**config.mk**
```make
export PLATFORM = sky130hd
export DESIGN_NAME = hazard_ctrl_unit
export DESIGN_NICKNAME = d
export VERILOG_FILES = /design/src/rtl/hazard_ctrl_unit_pkg.sv /design/src/rtl/hazard_ctrl_unit_mdu_busy_tracker.sv /design/src/rtl/hazard_ctrl_unit.sv
export SDC_FILE = /design/constraint.sdc
export NUM_CORES = 1
export LEC_CHECK = 0
export CAP_MARGIN = 20
export CORE_MARGIN = 3
export CORE_UTILIZATION = 45
export DETAILED_ROUTE_END_ITERATION = 8
export GPL_TIMING_DRIVEN = 0
export PLACE_DENSITY_LB_ADDON = 0.08
export SLEW_MARGIN = 5
export SYNTH_ARGS = -nofsm -noshare
export SYNTH_HDL_FRONTEND = slang
export SYNTH_SLANG_ARGS = --single-unit
```
**constraint.sdc**
```tcl
create_clock -name clk -period 4.9 [get_ports clk]
set_input_delay 0.735 -clock clk [delete_from_list [all_inputs] [get_ports clk]]
set_output_delay 0.735 -clock clk [all_outputs]
set_load 0.02 [all_outputs]
```
**src/rtl/hazard_ctrl_unit_pkg.sv**
```systemverilog
// rtl/hazard_ctrl_unit_pkg.sv - shared pipeline encodings for the hazard control unit
package hazard_ctrl_unit_pkg;

    // Forwarding mux select for EX operands; 2'b11 is never produced.
    typedef enum logic [1:0] {
        FWD_NONE = 2'b00,
        FWD_WB   = 2'b01,
        FWD_MEM  = 2'b10
    } fwd_sel_e;

    // Wide enough for the full MDU_LAT range of 1..15.
    localparam int MDU_CNT_W = 4;

endpackage

```
**src/rtl/hazard_ctrl_unit_mdu_busy_tracker.sv**
```systemverilog
// rtl/hazard_ctrl_unit_mdu_busy_tracker.sv - mult/div occupancy down-counter
// Ports:
//   clk      in   clock
//   reset    in   synchronous active-high reset
//   start_i  in   launch pulse, honoured only while idle
//   busy_o   out  registered, high while the counter is non-zero
module mdu_busy_tracker
    import hazard_ctrl_unit_pkg::*;
#(
    parameter int MDU_LAT = 4
) (
    input  logic clk,
    input  logic reset,
    input  logic start_i,
    output logic busy_o
);

    logic [MDU_CNT_W-1:0] cnt_q, cnt_d;
    logic                 busy_q;

    // A start while the counter is running is dropped rather than reloading.
    always_comb begin
        cnt_d = cnt_q;
        if (cnt_q != '0) begin
            cnt_d = cnt_q - MDU_CNT_W'(1);
        end else if (start_i) begin
            cnt_d = MDU_CNT_W'(MDU_LAT);
        end
    end

    always_ff @(posedge clk) begin
        if (reset) begin
            cnt_q  <= '0;
            busy_q <= 1'b0;
        end else begin
            cnt_q  <= cnt_d;
            busy_q <= (cnt_d != '0);
        end
    end

    assign busy_o = busy_q;

endmodule

```
**src/rtl/hazard_ctrl_unit.sv**
```systemverilog
// rtl/hazard_ctrl_unit.sv - pipeline hazard detection, forwarding and stall accounting
// Ports:
//   clk, reset                         clock, synchronous active-high reset
//   rs/rt_iss_hz_i                     issue-stage source registers
//   rs/rt_ex_hz_i, rd_ex_hz_i          EX-stage sources and destination
//   mem_to_reg_ex_hz_i                 EX-stage instruction is a load
//   rd/reg_wr_mem_hz_i, rd/reg_wr_wb_hz_i  MEM / WB writeback destination and enable
//   mdu_start_ex_hz_i, mdu_use_iss_hz_i    mult/div launch, issue-stage HI/LO use
//   branch_taken_ex_hz_i               taken branch resolved in EX
//   stall_fetch/iss_hz_o, flush_iss/ex_hz_o  pipeline control
//   fwd_p1/p2_ex_hz_o                  EX operand forwarding selects
//   mdu_busy_hz_o, stall_cnt_hz_o      MDU occupancy, saturating stall count
module hazard_ctrl_unit
    import hazard_ctrl_unit_pkg::*;
#(
    parameter int REG_AW  = 5,
    parameter int MDU_LAT = 4,
    parameter int CNT_W   = 16
) (
    input  logic              clk,
    input  logic              reset,
    input  logic [REG_AW-1:0] rs_iss_hz_i,
    input  logic [REG_AW-1:0] rt_iss_hz_i,
    input  logic [REG_AW-1:0] rs_ex_hz_i,
    input  logic [REG_AW-1:0] rt_ex_hz_i,
    input  logic [REG_AW-1:0] rd_ex_hz_i,
    input  logic              mem_to_reg_ex_hz_i,
    input  logic [REG_AW-1:0] rd_mem_hz_i,
    input  logic              reg_wr_mem_hz_i,
    input  logic [REG_AW-1:0] rd_wb_hz_i,
    input  logic              reg_wr_wb_hz_i,
    input  logic              mdu_start_ex_hz_i,
    input  logic              mdu_use_iss_hz_i,
    input  logic              branch_taken_ex_hz_i,
    output logic              stall_fetch_hz_o,
    output logic              stall_iss_hz_o,
    output logic              flush_iss_hz_o,
    output logic              flush_ex_hz_o,
    output logic [1:0]        fwd_p1_ex_hz_o,
    output logic [1:0]        fwd_p2_ex_hz_o,
    output logic              mdu_busy_hz_o,
    output logic [CNT_W-1:0]  stall_cnt_hz_o
);

    // Register 0 is hardwired, so it never forwards; MEM is the younger result.
    function automatic fwd_sel_e fwd_pick(
        input logic [REG_AW-1:0] src,
        input logic [REG_AW-1:0] rd_mem,
        input logic              wr_mem,
        input logic [REG_AW-1:0] rd_wb,
        input logic              wr_wb
    );
        if (src == '0)                  return FWD_NONE;
        if (wr_mem && (rd_mem == src))  return FWD_MEM;
        if (wr_wb && (rd_wb == src))    return FWD_WB;
        return FWD_NONE;
    endfunction

    fwd_sel_e         fwd_p1, fwd_p2;
    logic             load_use, mdu_hz, mdu_busy, stall;
    logic [CNT_W-1:0] stall_cnt_q, stall_cnt_d;

    mdu_busy_tracker #(
        .MDU_LAT (MDU_LAT)
    ) u_mdu_busy_tracker (
        .clk     (clk),
        .reset   (reset),
        .start_i (mdu_start_ex_hz_i),
        .busy_o  (mdu_busy)
    );

    always_comb begin
        fwd_p1 = fwd_pick(rs_ex_hz_i, rd_mem_hz_i, reg_wr_mem_hz_i, rd_wb_hz_i, reg_wr_wb_hz_i);
        fwd_p2 = fwd_pick(rt_ex_hz_i, rd_mem_hz_i, reg_wr_mem_hz_i, rd_wb_hz_i, reg_wr_wb_hz_i);
    end

    assign load_use = mem_to_reg_ex_hz_i && (rd_ex_hz_i != '0) &&
                      ((rd_ex_hz_i == rs_iss_hz_i) || (rd_ex_hz_i == rt_iss_hz_i));
    assign mdu_hz   = mdu_busy && mdu_use_iss_hz_i;
    // A taken branch discards the issue-stage instruction, so there is nothing to stall for.
    assign stall    = (load_use || mdu_hz) && !branch_taken_ex_hz_i;

    always_comb begin
        stall_cnt_d = stall_cnt_q;
        if (stall && (stall_cnt_q != '1)) begin
            stall_cnt_d = stall_cnt_q + CNT_W'(1);
        end
    end

    always_ff @(posedge clk) begin
        if (reset) begin
            stall_cnt_q <= '0;
        end else begin
            stall_cnt_q <= stall_cnt_d;
        end
    end

    assign stall_fetch_hz_o = stall;
    assign stall_iss_hz_o   = stall;
    assign flush_iss_hz_o   = branch_taken_ex_hz_i;
    assign flush_ex_hz_o    = branch_taken_ex_hz_i || load_use || mdu_hz;
    assign fwd_p1_ex_hz_o   = fwd_p1;
    assign fwd_p2_ex_hz_o   = fwd_p2;
    assign mdu_busy_hz_o    = mdu_busy;
    assign stall_cnt_hz_o   = stall_cnt_q;

endmodule

```
Word level (Yosys, flattened, before mapping)
Index checks and enable logic that the tools add are counted.
{"block": "totals", "regBits": 21, "in_bits": 43}
{"block": "op_classes", "add_sub_neg": 2, "eq_ne": 7, "muxes": 26, "reduce_logical": 19}
{"op": "== test 5 bit", "count": 6}
{"op": "2-to-1 mux 2 bit", "count": 12}
{"op": "adder 16 x 1 -> 16 bit (second input constant)", "count": 1}
{"op": "inequality test 16 bit (second input constant)", "count": 1}
{"op": "2-to-1 mux 1 bit", "count": 12}
{"op": "zero test 5 bit", "count": 2}
{"op": "logical AND 1 bit", "count": 9}
{"op": "2-to-1 mux 4 bit", "count": 2}
{"op": "nonzero test 4 bit", "count": 2}
{"op": "nonzero test 5 bit", "count": 1}
{"op": "logical OR 1 bit", "count": 4}
{"op": "subtractor 4 x 1 -> 4 bit (second input constant)", "count": 1}
{"op": "zero test 1 bit", "count": 1}

Longest topological paths before layout
Gate-level depths: netlist of the first run.
{"block": "depth", "word_depth": 9, "ltp_mapped": 7, "ltp_nobuf": 7}

Cells and area by module
A second synthesis of the first run with hierarchy kept.
{"block": "unflattened", "hier_cells": 192, "area_unflattened_um2": 1550.2}
{"mod": "hazard_ctrl_unit", "instances": 1, "cells_per_inst": 161, "area_each_um2": 1267.5}
{"mod": "mdu_busy_tracker", "instances": 1, "cells_per_inst": 31, "area_each_um2": 282.8}

Least setup slack after synthesis of the first run
OpenSTA, ideal clock, no wires.
{"block": "synth_path", "kind": "in2out", "start": "input port rd_ex_hz_i[4]", "end": "output port stall_iss_hz_o", "arrival_ps": 1979, "setup_slack_ps": 2186, "path_stages": 6, "path_buffers": 1, "cell_sequence": "xnor2_1 -> nand3_1 -> o22a_1 -> o21a_1 -> nor2_1 -> buf_4"}
{"block": "synth_via", "elab_chain_cells": 5, "elab_cells_between_ends": 8}
{"element": "start, declared", "line_no": "hazard_ctrl_unit.sv:26", "text": "input logic [REG_AW-1:0] rd_ex_hz_i,"}
{"element": "== test 5 bit or nonzero test 5 bit (tied branches)", "line_no": "hazard_ctrl_unit.sv:78, hazard_ctrl_unit.sv:77"}
{"element": "logical OR 1 bit or logical AND 1 bit (tied branches)", "line_no": "hazard_ctrl_unit.sv:78, hazard_ctrl_unit.sv:77"}
{"element": "logical AND 1 bit *", "line_no": "hazard_ctrl_unit.sv:77", "text": "assign load_use = mem_to_reg_ex_hz_i && (rd_ex_hz_i != '0) &&"}
{"element": "logical OR 1 bit *", "line_no": "hazard_ctrl_unit.sv:81", "text": "assign stall = (load_use || mdu_hz) && !branch_taken_ex_hz_i;"}
{"element": "logical AND 1 bit *", "line_no": "hazard_ctrl_unit.sv:81"}
{"element": "end, declared", "line_no": "hazard_ctrl_unit.sv:36", "text": "output logic stall_iss_hz_o,"}
Every way passes the cells marked *; elsewhere a longest branch is shown, timed or not.

Worst setup path in the final report of the first run
{"block": "layout_path", "start": "input port rd_ex_hz_i[1]", "end": "output port stall_iss_hz_o"}
Same word-level chain as after synthesis.

==> results.toml, run 1 <==
[layout]
utilization = 0.721
n_antenna_cell = 0
area_growth_pct = 48.4
nets = 312
drive_above_1_share = 0.0451
fillers = 276

[power_and_ir_drop]
vdd_drop_max_mv = 0.210
p_per_area_nw_per_um2 = 227
p_leak_nw = 0.781
power_mw = 0.516

[setup_path]
cp.required_ns = 4.16
arrival_ns = 2.99
crit_type = "in -> out"
crit_fanout = 5
worst_path_most_repeated_cell = "clkdlybuf4s50_1"
end_kind = "output pin"
start_kind = "input port"
path_cells = "clkdlybuf4s50_1 > or4_1 > o21ai_2 > o21a_1 > nor2_1 > buf_4 > clkdlybuf4s50_1"
cpPeakStageDelay_ns = 0.56
slowest_stage = "or4_1"

[placed_design]
port_buffers = 66
hpwlAfterDp_um = 3270
place.gp.congestion = 0.899

[synth]
synth.most_common_cell = "nor2_1"
synthCells = 196
synth_flop_cell = "dfxtp_1"
synth.avg_cell_area_sq_um = 7.81
synth_cell_types = 40
synth.area.mux_share = 0.0204
synth_area_leaders = "dfxtp_1 27%, xnor2_1 13%, xor2_1 6.9%"
synth_fa_ha_area_frac = 0.0163
netlist_area_sq_um = 1530
seq_area_frac_synth = 0.275
synth_xor_area_frac = 0.194
synth_seq_cells = 21
synth_top_family_by_area = "simple AND/OR/NAND/NOR gates"
async_reset_ff_frac = 0
synth-compound-area-share = 0.159
synth-simple-area-share = 0.303
synth_top_cell_area_share = 0.275
synth.top_cells.by_count = "23 x nor2_1, 22 x xnor2_1, 21 x dfxtp_1"
ys_warn_count = 0
synth-edff-count = 0
synth_nets = 241
yosysTopAreaCell = "dfxtp_1"

[floorplan]
boundaryPins = 68
initial_core_util = 0.486
fp.dieW_um = 64.3
core_area_sq_um = 3150
dieArea_sq_um = 4140
rows = 20
die_y_um = 64.3

[sta]
finalHoldViolCount = 0
max_freq_ghz = 0.268
tns_ns = 0
max_slew_margin = 0.675
timing.final.crit_share = 0.761
report.final.slew_viol_count = 0
clock_skew_ns = 0.00502
min_period_ns = 3.73
finalSetupViolations = 0
tightest_slew_ns = 0.483
rsz0062_at_grt = "no"

[global_routing]
grt_antenna_before_repair = 0
grt_util_all_layers = 0.207
grt_pass1_wl_um = 6980
grt_max_degree = 12
overflow = 0
grt_pass1_vias = 1537

[cts]
root_buffer = "clkbuf_4"
cts_tree = "yes"
cts_resized = 0
clockBufferDepth = 2
postCtsSetupBuffers = 0
ctsHoldBuffers = 0
cts_inserted_buffers = 3
path_clk_slew_ns = 0.12
htree_levels = 1
clock_latency_ns = 0.30
cts_sinks = 21

[drt]
avgRoutedWirePerCell_um = 12.9
firstDrtPassIters = 4
vias_per_cell = 5.36
via_count = 1661
wirelength_um = 4010
drtIter0Drc = 68
postRouteAntennaNets = 0
drc = 0

[min_path]
hold_path_class = "reg -> reg"

[run]
maxCapViolations = 0

[run_status]
status = "finished clean"
cell families after synthesis:
family	after synthesis
and+or+nand+nor	89
AOI/OAI and AO/OA	36
xor gates and xnor gates	34
DFF	21
buffers and inverters	11
muxes	3
adders and majority gates	2
where the power goes:
group          internal [mW]  leakage (nW)  total [mW]  switching, mW
clock                 0.0317        0.0150      0.0826         0.0509
combinational          0.111         0.596       0.221          0.110
sequential             0.189         0.170       0.212         0.0232
total                  0.332         0.781       0.516          0.184
state kept, by name, indices dropped and copies added, names as in the netlist:
register                   cells
u_mdu_busy_tracker.busy_o      1
stall_cnt_hz_o                16
u_mdu_busy_tracker.cnt_q       4
metal layers:
metal / up-vias / share of wire / global-route usage
met2: 74 / 0.44 / 0.329
met4: 0 / 0.012 / 0.0528
met3: 6 / 0.083 / 0.0351
met1: 727 / 0.47 / 0.291
met5: - / 0 / 0
li1: 854 / - / -
cells in the final DEF (no fill, tap or decap), drive strengths merged, types with 2 or more instances in the layout:
cell type	n
nand2b	2
a21oi	10
mux2i	2
or3	3
dfxtp	21
or4	6
clkbuf	7
a311oi	3
nand2	12
o31ai	2
nor3	7
a31o	2
nand4	4
inv	6
buf	2
a31oi	3
and3	5
o21ai	9
clkdlybuf4s50	66
xnor2	22
nor2	23
nand3	13
nor4	5
xor2	12
ha	2
nor2b	6
critical path, delay by kind of cell:
kind | cells | cell delay, ns
buffers and inverters | 3 | 1.13
AND/OR/NAND/NOR | 2 | 0.64
AO/OA/AOI/OAI | 2 | 0.48
path summary, 6_finish.rpt:
check	end	start	slack, ns	cells past startpoint
setup / recovery	stall_iss_hz_o	rd_ex_hz_i[1]	1.17	7
hold / removal	stall_cnt_hz_o[10]$_SDFFE_PP0P_	stall_cnt_hz_o[10]$_SDFFE_PP0P_	0.53	2
setup reg to reg	stall_cnt_hz_o[5]$_SDFFE_PP0P_	stall_cnt_hz_o[0]$_SDFFE_PP0P_	2.84	6
hold reg to reg	stall_cnt_hz_o[10]$_SDFFE_PP0P_	stall_cnt_hz_o[10]$_SDFFE_PP0P_	0.53	2
metrics by stage:
step / area (sq um) / hold slack [ns] / setup slack (ns) / std cells
floorplan: 1530 / 0.524 / 2.19 / 196
global placement: 2250 / 0.493 / 1.19 / 306
detailed placement: 2250 / 0.505 / 1.18 / 306
CTS: 2270 / 0.525 / 1.17 / 310
global route: 2270 / 0.559 / 1.05 / 310
finish: 2270 / 0.528 / 1.17 / 310
cell type report:
class | count | area, sq um | share of cell area
plain buffers | 5 | 26.3 | 0.0116
clock buffers | 4 | 26.3 | 0.0116
inverters | 6 | 22.5 | 0.00991
multi-input cells | 164 | 1060 | 0.467
flip-flops and latches | 21 | 420 | 0.185
well taps | 44 | 55.1 | 0.0242
repair buffers | 66 | 661 | 0.291
Note: power is estimated with default switching activity, not from simulation.
==> run 2, diff against run 1 <==
CORE_UTILIZATION = 42   (was 45)
clock period = 3.7 ns   (was 4.9 ns; I/O delays follow)
==> results.toml, run 2 (synthesis results as in run 1) <==
[run_status]
status = "finished clean"

[cts]
cts_inserted_buffers = 3
cts_sinks = 21
cts_resized = 0
ctsHoldBuffers = 0
clockBufferDepth = 2
clock_latency_ns = 0.30
root_buffer = "clkbuf_4"
path_clk_slew_ns = 0.11
htree_levels = 1
cts_tree = "yes"
postCtsSetupBuffers = 0

[layout]
n_antenna_cell = 0
most-common-layout-cells = "66 x clkdlybuf4s50_1, 23 x nor2_1, 22 x xnor2_1"
multiInputGateArea_sq_um = 1060
drive_above_1_share = 0.0451
layout_commonest_cell = "clkdlybuf4s50_1"
largest_reg_flops = 16
area_growth_pct = 48.6
seqCellArea_sq_um = 420
nets = 312
fillers = 305

[power_and_ir_drop]
power.switching_mw = 0.241
vdd_drop_max_mv = 0.316
pwr-share-comb = 0.432
clockPowerShare = 0.159
switching_share = 0.355
seq_power_share = 0.409
p_leak_nw = 0.781
p_per_area_nw_per_um2 = 299
p_int_mw = 0.439

[sta]
report.final.slew_viol_count = 0
tns_ns = 0
timing.final.crit_share = 0.914
finalSetupViolations = 0
max_freq_ghz = 0.296
max_slew_margin = 0.642
clock_skew_ns = 0.00129
min_period_ns = 3.38
finalHoldViolCount = 0
tightest_slew_ns = 0.531
rsz0062_at_grt = "no"
holdWs_ns = 0.509

[setup_path]
cp.required_ns = 3.14
arrival_ns = 2.83
crit_type = "in -> out"
crit_fanout = 5
r2r_setup_slack_ns = 1.65
start_kind = "input port"
end_kind = "output pin"

[drt]
drc = 0
via_count = 1657
vias_per_cell = 5.31
wirelength_um = 3970
avgRoutedWirePerCell_um = 12.7
postRouteAntennaNets = 0
firstDrtPassIters = 4
drtIter0Drc = 42

[run]
maxCapViolations = 0

[min_path]
hold_path_class = "reg -> reg"

[floorplan]
core_area_sq_um = 3420
dieArea_sq_um = 4410
die_y_um = 66.4
initial_core_util = 0.448
rows = 21
boundaryPins = 68
fp.dieW_um = 66.4

[global_routing]
grt_pass1_vias = 1488
grt_pass1_wl_um = 6400
grt_max_degree = 12
grt_antenna_before_repair = 0
grt_util_all_layers = 0.182
overflow = 0

[placed_design]
port_buffers = 66
hpwlAfterDp_um = 3180
place.gp.congestion = 0.853
## run 2: final timing paths
kind	cells after the start	end	startpoint
worst min register to register	2	stall_cnt_hz_o[10]$_SDFFE_PP0P_	stall_cnt_hz_o[10]$_SDFFE_PP0P_
worst max register to register	6	stall_cnt_hz_o[5]$_SDFFE_PP0P_	stall_cnt_hz_o[0]$_SDFFE_PP0P_
worst max-delay path	7	stall_iss_hz_o	rd_ex_hz_i[1]
worst min-delay path	2	stall_cnt_hz_o[10]$_SDFFE_PP0P_	stall_cnt_hz_o[10]$_SDFFE_PP0P_
## run 2: layout make-up
cell class	count	area share
plain buffers	5	0.0115
clock buffers	4	0.0115
inverters	6	0.00990
multi-input cells	164	0.467
flip-flops and latches	21	0.185
well taps	46	0.0253
repair buffers	66	0.290
## run 2: metal layers
layer | global-route usage | up-vias | wire length [um]
li1 | - | 858 | -
met1 | 0.260 | 739 | 1950
met2 | 0.273 | 53 | 1670
met3 | 0.0357 | 7 | 284
met4 | 0.0558 | 0 | 59
met5 | 0 | - | 0
## run 2: power by group through the flow
stage               sequential [mW]  combinational (mW)  clock (mW)
floorplan                     0.286               0.177           0
global placement              0.283               0.289           0
detailed placement            0.283               0.294           0
CTS                           0.278               0.295       0.113
global route                  0.283               0.327       0.122
finish                        0.278               0.294       0.108
## run 2: per-stage QoR
step / cell area [sq um] / worst slack (ns) / utilization / power (mW) / instances
global placement: 2250 / 0.339 / 0.659 / 0.572 / 308
floorplan: 1530 / 1.35 / - / 0.463 / 196
CTS: 2280 / 0.302 / 0.666 / 0.686 / 312
detailed placement: 2250 / 0.304 / 0.659 / 0.576 / 308
finish: 2280 / 0.318 / 0.666 / 0.681 / 312
global route: 2280 / 0.239 / 0.666 / 0.732 / 312
## run 2: worst max-delay path: stages
cell	delay, ns
clkdlybuf4s50_1	0.47
or4_1	0.56
o21ai_2	0.26
o21a_1	0.24
nor2_1	0.08
buf_4	0.14
clkdlybuf4s50_1	0.52
==> run 3, diff against run 2 <==
ABC_AREA = 1   (was default)
CORE_UTILIZATION = 35   (was 42)
==> results.toml, run 3 <==
[run_status]
status = "finished clean"

[synth]
synthCells = 338
synth.top_cells.by_count = "77 x nand2_1, 76 x inv_1, 44 x nor2_1"
async_reset_ff_frac = 0
synth-edff-count = 0
ys_warn_count = 0
synth.most_common_cell = "nand2_1"
synth_cell_types = 29
synth_nets = 383
synth_area_leaders = "dfxtp_1 22%, nand2_1 15%, inv_1 15%"
synth_top_cell_area_share = 0.217
yosysTopAreaCell = "dfxtp_1"
synth_flop_cell = "dfxtp_1"
synth.avg_cell_area_sq_um = 5.72
seq_area_frac_synth = 0.217
netlist_area_sq_um = 1930
synth_seq_cells = 21

[sta]
setup_slack_ns = 0.628
rsz0062_at_grt = "no"
report.final.slew_viol_count = 0
tns_ns = 0
max_slew_margin = 0.660
tightest_slew_ns = 0.510
max_freq_ghz = 0.326
clock_skew_ns = 0.00419
min_period_ns = 3.07
holdWs_ns = 0.558
finalHoldViolCount = 0
timing.final.crit_share = 0.830
finalSetupViolations = 0

[cts]
cts_inserted_buffers = 3
clockBufferDepth = 2
path_clk_slew_ns = 0.08
postCtsSetupBuffers = 0
cts_tree = "yes"
root_buffer = "clkbuf_8"
cts_sinks = 21
htree_levels = 1
cts_resized = 0
clock_latency_ns = 0.26
ctsHoldBuffers = 0

[setup_path]
reg2reg_depth = 11
critical-path-top-delay-family = "buffers and inverters"
r2r-start = "stall_cnt_hz_o[0]$_SDFFE_PP0P_"
cp_num_buf_inv = 4
crit_type = "in -> out"
slowest_stage = "clkdlybuf4s50_1"
worst_path_most_repeated_cell = "nand2_1"
arrival_ns = 2.52
end_kind = "output pin"
cp.required_ns = 3.14
r2r-end = "stall_cnt_hz_o[8]$_SDFFE_PP0P_"
start_kind = "input port"
cpPeakStageDelay_ns = 0.59
crit_fanout = 3
r2r_setup_slack_ns = 2.05
path_cells = "clkdlybuf4s50_1 > inv_1 > nand2_1 > nand2_1 > nor2_1 > nand3_1 > nand2_1 > nand2_2 > a21oi_1 > buf_4 > clkdlybuf4s50_1"

[power_and_ir_drop]
vdd_drop_max_mv = 0.230
power.switching_mw = 0.280
pwr-share-comb = 0.432
seq_power_share = 0.362
switching_share = 0.369
power_mw = 0.759
p_int_mw = 0.478
clockPowerShare = 0.206
p_per_area_nw_per_um2 = 277
p_leak_nw = 1.27

[placed_design]
dp.cells = 475
port_buffers = 67
place.gp.congestion = 0.849
dp_slack_ns = 0.605
place_area_sq_um = 2690
hpwlAfterDp_um = 4370

[floorplan]
boundaryPins = 68
fp.dieW_um = 80.3
rows = 26
dieArea_sq_um = 6450
initial_core_util = 0.369
core_area_sq_um = 5240
die_y_um = 80.3

[layout]
multiInputGateArea_sq_um = 1130
fin_cells = 479
layout_commonest_cell = "nand2_1"
area_growth_pct = 41.7
largest_reg_flops = 16
drive_above_1_share = 0.0807
fillers = 547
nets = 455
n_antenna_cell = 0
stdcell_area_sq_um = 2740
most-common-layout-cells = "77 x nand2_1, 76 x inv_1, 67 x clkdlybuf4s50_1"
seqCellArea_sq_um = 420
utilization = 0.523

[global_routing]
grt_antenna_before_repair = 0
overflow = 0
top_usage_layer = "met2"
grt_util_all_layers = 0.170
grt_max_degree = 14
grt_pass1_wl_um = 8960
met2_usage = 0.299
grtUsageMet3 = 0.0325
use_met1 = 0.221
grt_pass1_vias = 2005

[drt]
via_count = 2161
postRouteAntennaNets = 0
drc = 0
firstDrtPassIters = 4
drtIter0Drc = 91
avgRoutedWirePerCell_um = 11.3
wirelength_um = 5420
vias_per_cell = 4.51

[min_path]
hold_depth = 4
hold_start = "stall_cnt_hz_o[13]$_SDFFE_PP0P_"
hold_path_class = "reg -> reg"
min_to = "stall_cnt_hz_o[13]$_SDFFE_PP0P_"

[run]
maxCapViolations = 0
[run 3: cell types whose count changed in the layout (fill, tap and decap cells not counted), moves of 6 or more]
| cell | change |
|---|---|
| nand2_1 | +66 |
| nor2_1 | +21 |
| or4_1 | -6 |
| nand4_1 | +15 |
| nand2_2 | +6 |
| inv_1 | +70 |
| nor2b_1 | -6 |
| nand3_1 | +13 |
| a21oi_1 | -7 |
| xnor2_1 | -16 |
[run 3: area by class of cell]
type | count | area share
buffer | 10 | 0.0269
clock buffer | 3 | 0.0151
clock inverter | 1 | 0.00274
inverter | 81 | 0.111
multi-input combinational | 226 | 0.414
sequential | 21 | 0.153
tap | 70 | 0.0320
timing repair buffer | 67 | 0.245
[run 3: power by group through the flow]
stage                     sequential, mW  clock (mW)  combinational (mW)
final                              0.275       0.156               0.327
after global routing               0.279       0.172               0.367
after CTS                          0.275       0.164               0.330
after detailed placement           0.280           0               0.330
after global placement             0.280           0               0.323
after floorplan                    0.286           0               0.193
[run 3: worst reg2reg max path, cell delays in order (launching register included)]
cell and delay, ns:
dfxtp_1 0.40, ha_1 0.22, nand2_1 0.12, nor2_4 0.17, nand4_2 0.12, buf_6 0.18
nand2_2 0.07, nor2_1 0.06, nand3_1 0.08, nand2_1 0.05, inv_1 0.06, nor2_2 0.03
[run 3: how the worst max path moves through the flow]
stage | endpoint | slack [ns] | depth (start not counted) | start
3_3_place_gp | stall_iss_hz_o | 0.61 | 11 | rd_ex_hz_i[4]
5_1_grt | stall_iss_hz_o | 0.43 | 11 | rd_ex_hz_i[3]
3_5_place_dp | stall_iss_hz_o | 0.60 | 11 | rd_ex_hz_i[0]
2_1_floorplan | stall_iss_hz_o | 1.56 | 9 | rd_ex_hz_i[3]
4_1_cts | stall_iss_hz_o | 0.60 | 11 | rd_ex_hz_i[3]
6_report | stall_iss_hz_o | 0.63 | 11 | rd_ex_hz_i[3]
[run 3: per-layer routing]
layer	vias up	wire length [um]	share of wire
li1	1184	-	-
met1	936	2660	0.49
met2	41	2520	0.46
met3	0	249	0.046
met4	0	0	0
met5	-	0	0
[run 3: cell families after synthesis]
family	Yosys count	share of synthesized area
compound gates	15	0.0479
xor+xnor	15	0.0680
simple gates	194	0.458
flops	21	0.217
fa+ha+maj	2	0.0129
buf+inv	91	0.195
